<file path="src/rtl/memory_arbiter_if.sv">
// memory_arbiter_if: bundles the fetch port, the load/store port and the
// memory-side signals of the shared instruction/data memory arbiter.
//   I port : iReq/iAddr in, iGnt/iRdata/iValid/iErr out (arbiter view)
//   D port : dReq/dWe/dAddr/dWdata in, dGnt/dRdata/dValid/dErr out
//   Memory : memAddr/memWriteData/memWriteEnable out, memRead in
// slave  = arbiter side, master = requesters plus memory side.
interface memory_arbiter_if;
  logic        iReq;
  logic [31:0] iAddr;
  logic        iGnt;
  logic [31:0] iRdata;
  logic        iValid;
  logic        iErr;
  logic        dReq;
  logic        dWe;
  logic [31:0] dAddr;
  logic [31:0] dWdata;
  logic        dGnt;
  logic [31:0] dRdata;
  logic        dValid;
  logic        dErr;
  logic [31:0] memAddr;
  logic [31:0] memWriteData;
  logic        memWriteEnable;
  logic [31:0] memRead;

  modport slave (
    input  iReq, iAddr, dReq, dWe, dAddr, dWdata, memRead,
    output iGnt, iRdata, iValid, iErr, dGnt, dRdata, dValid, dErr,
           memAddr, memWriteData, memWriteEnable
  );

  modport master (
    output iReq, iAddr, dReq, dWe, dAddr, dWdata, memRead,
    input  iGnt, iRdata, iValid, iErr, dGnt, dRdata, dValid, dErr,
           memAddr, memWriteData, memWriteEnable
  );
endinterface

</file>
<file path="src/rtl/memory_arbiter.sv">
// memory_arbiter: grants one access per cycle to a single combined
// instruction/data memory, data port first, with a streak counter that
// forces a fetch grant after MAX_D_STREAK consecutive data grants while
// fetch waits. Bad addresses (misaligned or beyond DEPTH_WORDS) are granted
// and consumed but never reach memory; they answer with Err=1, Rdata=0.
// Ports:
//   clk   : system clock, all state on posedge
//   reset : synchronous, active-high
//   bus   : memory_arbiter_if.slave (requester ports + memory ports)
// Grants and memory drive are combinational; responses are registered and
// appear one cycle after the grant.
module memory_arbiter #(
  parameter int DEPTH_WORDS  = 64,
  parameter int MAX_D_STREAK = 4
) (
  input  logic              clk,
  input  logic              reset,
  memory_arbiter_if.slave   bus
);

  localparam logic [29:0] DEPTH_LIM  = 30'(DEPTH_WORDS);
  localparam logic [3:0]  STREAK_MAX = 4'(MAX_D_STREAK);

  // Misaligned or past the last word index.
  function automatic logic addr_bad(input logic [31:0] a);
    return (a[1:0] != 2'b00) || (a[31:2] >= DEPTH_LIM);
  endfunction

  logic [3:0]  streak_r;
  logic        i_gnt_s;
  logic        d_gnt_s;
  logic        bad_s;
  logic [31:0] mem_addr_s;
  logic [31:0] mem_wdata_s;
  logic        mem_we_s;
  logic [31:0] i_rdata_r;
  logic        i_valid_r;
  logic        i_err_r;
  logic [31:0] d_rdata_r;
  logic        d_valid_r;
  logic        d_err_r;

  // Arbitration, address check and memory drive.
  always_comb begin
    i_gnt_s     = 1'b0;
    d_gnt_s     = 1'b0;
    bad_s       = 1'b0;
    mem_addr_s  = 32'd0;
    mem_wdata_s = 32'd0;
    mem_we_s    = 1'b0;
    if (!reset) begin
      case ({bus.dReq, bus.iReq})
        2'b10:   d_gnt_s = 1'b1;
        2'b01:   i_gnt_s = 1'b1;
        2'b11: begin
          // Fetch wins only once data has used up its streak allowance.
          if (streak_r == STREAK_MAX) begin
            i_gnt_s = 1'b1;
          end else begin
            d_gnt_s = 1'b1;
          end
        end
        default: begin
          i_gnt_s = 1'b0;
          d_gnt_s = 1'b0;
        end
      endcase

      if (d_gnt_s) begin
        mem_addr_s  = bus.dAddr;
        bad_s       = addr_bad(bus.dAddr);
        mem_wdata_s = bus.dWdata;
        mem_we_s    = bus.dWe & ~bad_s;
      end else if (i_gnt_s) begin
        mem_addr_s  = bus.iAddr;
        bad_s       = addr_bad(bus.iAddr);
      end else begin
        mem_addr_s  = 32'd0;
      end
    end else begin
      mem_we_s = 1'b0;
    end
  end

  // Streak counter: counts data grants that made a waiting fetch wait longer.
  always_ff @(posedge clk) begin
    if (reset) begin
      streak_r <= 4'd0;
    end else if (i_gnt_s || !bus.iReq) begin
      streak_r <= 4'd0;
    end else if (d_gnt_s && (streak_r != STREAK_MAX)) begin
      streak_r <= streak_r + 4'd1;
    end else begin
      streak_r <= streak_r;
    end
  end

  // Responses: capture read data of the granted port at the end of the grant cycle.
  always_ff @(posedge clk) begin
    if (reset) begin
      i_rdata_r <= 32'd0;
      i_valid_r <= 1'b0;
      i_err_r   <= 1'b0;
      d_rdata_r <= 32'd0;
      d_valid_r <= 1'b0;
      d_err_r   <= 1'b0;
    end else begin
      i_valid_r <= i_gnt_s;
      i_err_r   <= i_gnt_s & bad_s;
      d_valid_r <= d_gnt_s;
      d_err_r   <= d_gnt_s & bad_s;
      if (i_gnt_s) begin
        i_rdata_r <= bad_s ? 32'd0 : bus.memRead;
      end
      if (d_gnt_s) begin
        // Stores answer with zero data; the write lands on this same edge.
        d_rdata_r <= (bad_s || bus.dWe) ? 32'd0 : bus.memRead;
      end
    end
  end

  assign bus.iGnt           = i_gnt_s;
  assign bus.dGnt           = d_gnt_s;
  assign bus.memAddr        = mem_addr_s;
  assign bus.memWriteData   = mem_wdata_s;
  assign bus.memWriteEnable = mem_we_s;
  assign bus.iRdata         = i_rdata_r;
  assign bus.iValid         = i_valid_r;
  assign bus.iErr           = i_err_r;
  assign bus.dRdata         = d_rdata_r;
  assign bus.dValid         = d_valid_r;
  assign bus.dErr           = d_err_r;

endmodule

</file>
<file path="src/flat_wrapper.sv">
// flat-port wrapper written by rule: the top's interface ports become plain ports
module memory_arbiter_flat 
#(
  parameter int DEPTH_WORDS  = 64,
  parameter int MAX_D_STREAK = 4
)
  (clk, reset, bus_iReq, bus_iAddr, bus_dReq, bus_dWe, bus_dAddr, bus_dWdata, bus_memRead, bus_iGnt, bus_iRdata, bus_iValid, bus_iErr, bus_dGnt, bus_dRdata, bus_dValid, bus_dErr, bus_memAddr, bus_memWriteData, bus_memWriteEnable);
  memory_arbiter_if bus_i ();
  input  logic clk;
  input  logic reset;
  input wire logic [$bits(bus_i.iReq)-1:0] bus_iReq;
  input wire logic [$bits(bus_i.iAddr)-1:0] bus_iAddr;
  input wire logic [$bits(bus_i.dReq)-1:0] bus_dReq;
  input wire logic [$bits(bus_i.dWe)-1:0] bus_dWe;
  input wire logic [$bits(bus_i.dAddr)-1:0] bus_dAddr;
  input wire logic [$bits(bus_i.dWdata)-1:0] bus_dWdata;
  input wire logic [$bits(bus_i.memRead)-1:0] bus_memRead;
  output wire logic [$bits(bus_i.iGnt)-1:0] bus_iGnt;
  output wire logic [$bits(bus_i.iRdata)-1:0] bus_iRdata;
  output wire logic [$bits(bus_i.iValid)-1:0] bus_iValid;
  output wire logic [$bits(bus_i.iErr)-1:0] bus_iErr;
  output wire logic [$bits(bus_i.dGnt)-1:0] bus_dGnt;
  output wire logic [$bits(bus_i.dRdata)-1:0] bus_dRdata;
  output wire logic [$bits(bus_i.dValid)-1:0] bus_dValid;
  output wire logic [$bits(bus_i.dErr)-1:0] bus_dErr;
  output wire logic [$bits(bus_i.memAddr)-1:0] bus_memAddr;
  output wire logic [$bits(bus_i.memWriteData)-1:0] bus_memWriteData;
  output wire logic [$bits(bus_i.memWriteEnable)-1:0] bus_memWriteEnable;
  assign bus_i.iReq = bus_iReq;
  assign bus_i.iAddr = bus_iAddr;
  assign bus_i.dReq = bus_dReq;
  assign bus_i.dWe = bus_dWe;
  assign bus_i.dAddr = bus_dAddr;
  assign bus_i.dWdata = bus_dWdata;
  assign bus_i.memRead = bus_memRead;
  assign bus_iGnt = bus_i.iGnt;
  assign bus_iRdata = bus_i.iRdata;
  assign bus_iValid = bus_i.iValid;
  assign bus_iErr = bus_i.iErr;
  assign bus_dGnt = bus_i.dGnt;
  assign bus_dRdata = bus_i.dRdata;
  assign bus_dValid = bus_i.dValid;
  assign bus_dErr = bus_i.dErr;
  assign bus_memAddr = bus_i.memAddr;
  assign bus_memWriteData = bus_i.memWriteData;
  assign bus_memWriteEnable = bus_i.memWriteEnable;
  memory_arbiter #(.DEPTH_WORDS(DEPTH_WORDS), .MAX_D_STREAK(MAX_D_STREAK)) u_core (.clk(clk), .reset(reset), .bus(bus_i));
endmodule
</file>
<file path="config.mk">
export PLATFORM = sky130hd
export DESIGN_NAME = memory_arbiter_flat
export DESIGN_NICKNAME = d
export VERILOG_FILES = /design/src/rtl/memory_arbiter_if.sv /design/src/rtl/memory_arbiter.sv /design/src/flat_wrapper.sv
export SDC_FILE = /design/constraint.sdc
export NUM_CORES = 1
export LEC_CHECK = 0
export ABC_AREA = 1
export BUFFER_PORTS_ARGS = -buffer_cell sky130_fd_sc_hd__buf_2
export CAP_MARGIN = 0
export CORE_AREA = 2 2 105 107
export CTS_BUF_LIST = sky130_fd_sc_hd__clkbuf_4
export CTS_CLUSTER_SIZE = 16
export DETAILED_ROUTE_END_ITERATION = 6
export DIE_AREA = 0 0 107 109
export GPL_TIMING_DRIVEN = 0
export PLACE_DENSITY = 0.75
export SLEW_MARGIN = 20
export SYNTH_ARGS = -nofsm -noshare
export SYNTH_HDL_FRONTEND = slang
export SYNTH_SLANG_ARGS = --single-unit
</file>
<file path="constraint.sdc">
create_clock -name clk -period 2.4 [get_ports clk]
set_input_delay 0.12 -clock clk [delete_from_list [all_inputs] [get_ports clk]]
set_output_delay 0.12 -clock clk [all_outputs]
set_load 0.05 [all_outputs]
</file>
==> flow_summary.ini <==
[worst_setup_path]
cp_slowest_cell = dfxtp_2
path_common_cell = nand2_4
crit_chain = inv_1, ha_2, nand3_2, nand2_4, nand2_4, nor2_8, inv_4, buf_4, o21ai_1, buf_6
worst_ep_required_time_ps = 2280
critPathMaxStageDelay_ps = 350
start_kind = flop
crit_fanout = 10
cp_top_family = buffers and inverters
endpoint_kind = output pin
path_buf_inv = 4
arrival_ps = 2210
criticalPathCategory = reg -> out

[worst_hold_path]
hold_path.class = in -> reg

[grt]
grtUsageTotal = 0.246
antenna_found_initial = 0
grt_pass1_wl_mm = 22.3
grt-ovfl-total = 0
grt_pass1_vias = 4505
grt_max_degree = 14

[floorplan]
rows = 38
initial_core_util = 0.382
die_area_um2 = 11700
die_h_um = 109
coreArea_um2 = 10600
fp.dieW_um = 107
ios = 268

[layout]
layout_common_cells = buf_2, nor2_1, nand2_1
diodes = 0
fin_area_um2 = 6270
areaGrowthSynthToFinish_pct = 54.7
nNetsFinal = 1027
drive_gt1_frac = 0.437
layout_commonest_cell = buf_2
n_fill_cell = 1001

[detailed_routing]
drc_errors = 0
drt-wirelength-per-cell_um = 14.6
drtIter0Drc = 211
drt_pass1_iterations = 5
num_vias = 4818
ant_nets = 0
drt-total-wl_mm = 15.1
vias_per_cell = 4.65

[yosys]
ys_types = 28
ys_seq_area_frac = 0.355
syn_area_um2 = 4060
netlist_instances = 580
yosysWarningCount = 0
ys_ff_latch = 72
postSynthAreaPerCell_um2 = 6.99
syn-num-nets = 715

[timing]
finalCritPeriodShare = 0.972
tightest_slew_ps = 534
fmax_ghz = 0.429
hold_viol = 0
rsz0062_at_grt = true
finalCriticalPeriod_ps = 2330
worst_slack_ps = 67.7
fin_worst_skew_ps = 12.4
setup-violations-final = 0
maxSlewHeadroom = 0.644
final_max_slew_viol_count = 0

[power_and_ir_drop]
totalPowerFinal_mw = 3.10
p_leak_nw = 3.27
p_per_area_nw_per_um2 = 494
vdd_drop_max_mv = 0.387

[clock_tree]
clk_latency_ps = 410
root_buffer = clkbuf_4
path_clk_slew_ps = 130
cts_buffer_depth = 2
clock-sinks = 72
cts_tree = done
h-tree-depth = 3
cts_buffers = 9

[status]
outcome = complete, no violations

[placement]
placed_cell_area_um2 = 5570
port_buffers = 267
place_congestion = 0.871
dp_hpwl_mm = 11.2
pre_cts_slack_ps = 458

[run]
maxCapViolCount = 0
[final timing paths]
path | from | depth (start not counted) | to | slack [ps]
min | bus_dWe | 4 | u_core.bus.dRdata[30]$_SDFFE_PP0P_ | 80
max | u_core.streak_r[0]$_SDFFE_PP0P_ | 10 | bus_memAddr[25] | 70
min reg2reg | u_core.streak_r[0]$_SDFFE_PP0P_ | 1 | u_core.streak_r[0]$_SDFFE_PP0P_ | 440
max reg2reg | u_core.streak_r[0]$_SDFFE_PP0P_ | 10 | u_core.bus.iRdata[15]$_SDFFE_PP0P_ | 690
[worst reg2reg max path: cells and delay by family, from the launching register on]
kind | cells | cell delay [ps]
AO/OA/AOI/OAI | 1 | 140
adder cells (fa/ha/maj) | 1 | 180
buffers and inverters | 3 | 380
flip-flops | 1 | 350
AND/OR/NAND/NOR | 5 | 590
[state kept, by name, summed over array words and instances, names as in the netlist]
| register | flops |
|---|---|
| u_core.bus.dValid | 1 |
| u_core.bus.iErr | 1 |
| u_core.bus.dRdata | 32 |
| u_core.bus.iValid | 1 |
| u_core.streak_r | 4 |
| u_core.bus.iRdata | 32 |
| u_core.bus.dErr | 1 |
[metal layers]
layer / wire length [µm] / vias up / track usage
li1: - / 2440 / -
met1: 6170 / 2162 / 0.287
met2: 7260 / 196 / 0.427
met3: 1500 / 20 / 0.0915
met4: 176 / 0 / 0.0649
met5: 0 / - / 0
[synthesized netlist by cell type]
library cell / instances / area share
inv_1: 88 / 0.081
a21oi_1: 50 / 0.062
nand3_1: 45 / 0.056
nor3_1: 3 / 0.0037
nand2_4: 4 / 0.011
ha_1: 2 / 0.0062
o21ai_0: 4 / 0.0049
nand3_2: 28 / 0.069
buf_8: 2 / 0.0074
buf_4: 4 / 0.0074
o22ai_1: 2 / 0.0031
nor2_8: 1 / 0.0049
buf_1: 1 / 0.00092
inv_4: 1 / 0.0015
clkbuf_1: 3 / 0.0028
a21oi_2: 16 / 0.035
nor2_1: 94 / 0.087
buf_12: 2 / 0.0099
xnor2_1: 1 / 0.0022
buf_6: 5 / 0.014
o21ai_1: 12 / 0.015
inv_2: 9 / 0.0083
nand2_8: 1 / 0.0049
dfxtp_1: 72 / 0.36
buf_2: 21 / 0.026
a22o_1: 15 / 0.032
nand2_1: 91 / 0.084
nand2_2: 3 / 0.0046
[kinds of logic (layout without fill, tap and decap cells)]
logic type / after synthesis / count (layout) / synth area share
simple gates: 270 / 270 / 0.325
buf+inv: 136 / 453 / 0.160
compound gates: 99 / 99 / 0.151
flops: 72 / 72 / 0.355
fa+ha+maj: 2 / 2 / 0.00617
xor+xnor: 1 / 1 / 0.00216
[power breakdown]
part,internal [mW],switching (mW)
clock network,0.440,0.452
logic,0.326,0.650
registers,1.22,0.0109
[through the flow]
stage / instances / setup TNS, ps / utilization / hold WS (ps)
global placement: 987 / 0 / 0.525 / 393
floorplan: 580 / 0 / - / 263
global route: 1037 / -504 / 0.592 / 79.4
detailed placement: 987 / 0 / 0.525 / 397
CTS: 1036 / 0 / 0.576 / 50.3
finish: 1037 / 0 / 0.592 / 82.2
[timing repair]
| action | 4_1_cts | 5_1_grt |
|---|---|---|
| resized for setup | 17 | 54 |
| pin swaps | 0 | 1 |
| gates cloned | 0 | 0 |
| endpoints found under the setup margin | 17 | 64 |
| hold endpoints to repair | 34 | 0 |
| hold buffers | 33 | 0 |
| buffers inserted | 0 | 2 |
[area by class of cell]
cell class              count  area [µm²]  share of cell area
plain buffers              37         289              0.0461
flip-flops and latches     72        1440               0.230
clock buffers              10        75.1              0.0120
multi-input cells         372        2010               0.320
well taps                 140         175              0.0279
inverters                  98         373              0.0594
clock inverters             6        90.1              0.0144
repair buffers            302        1820               0.290
Power figures use the tool's default switching activity.
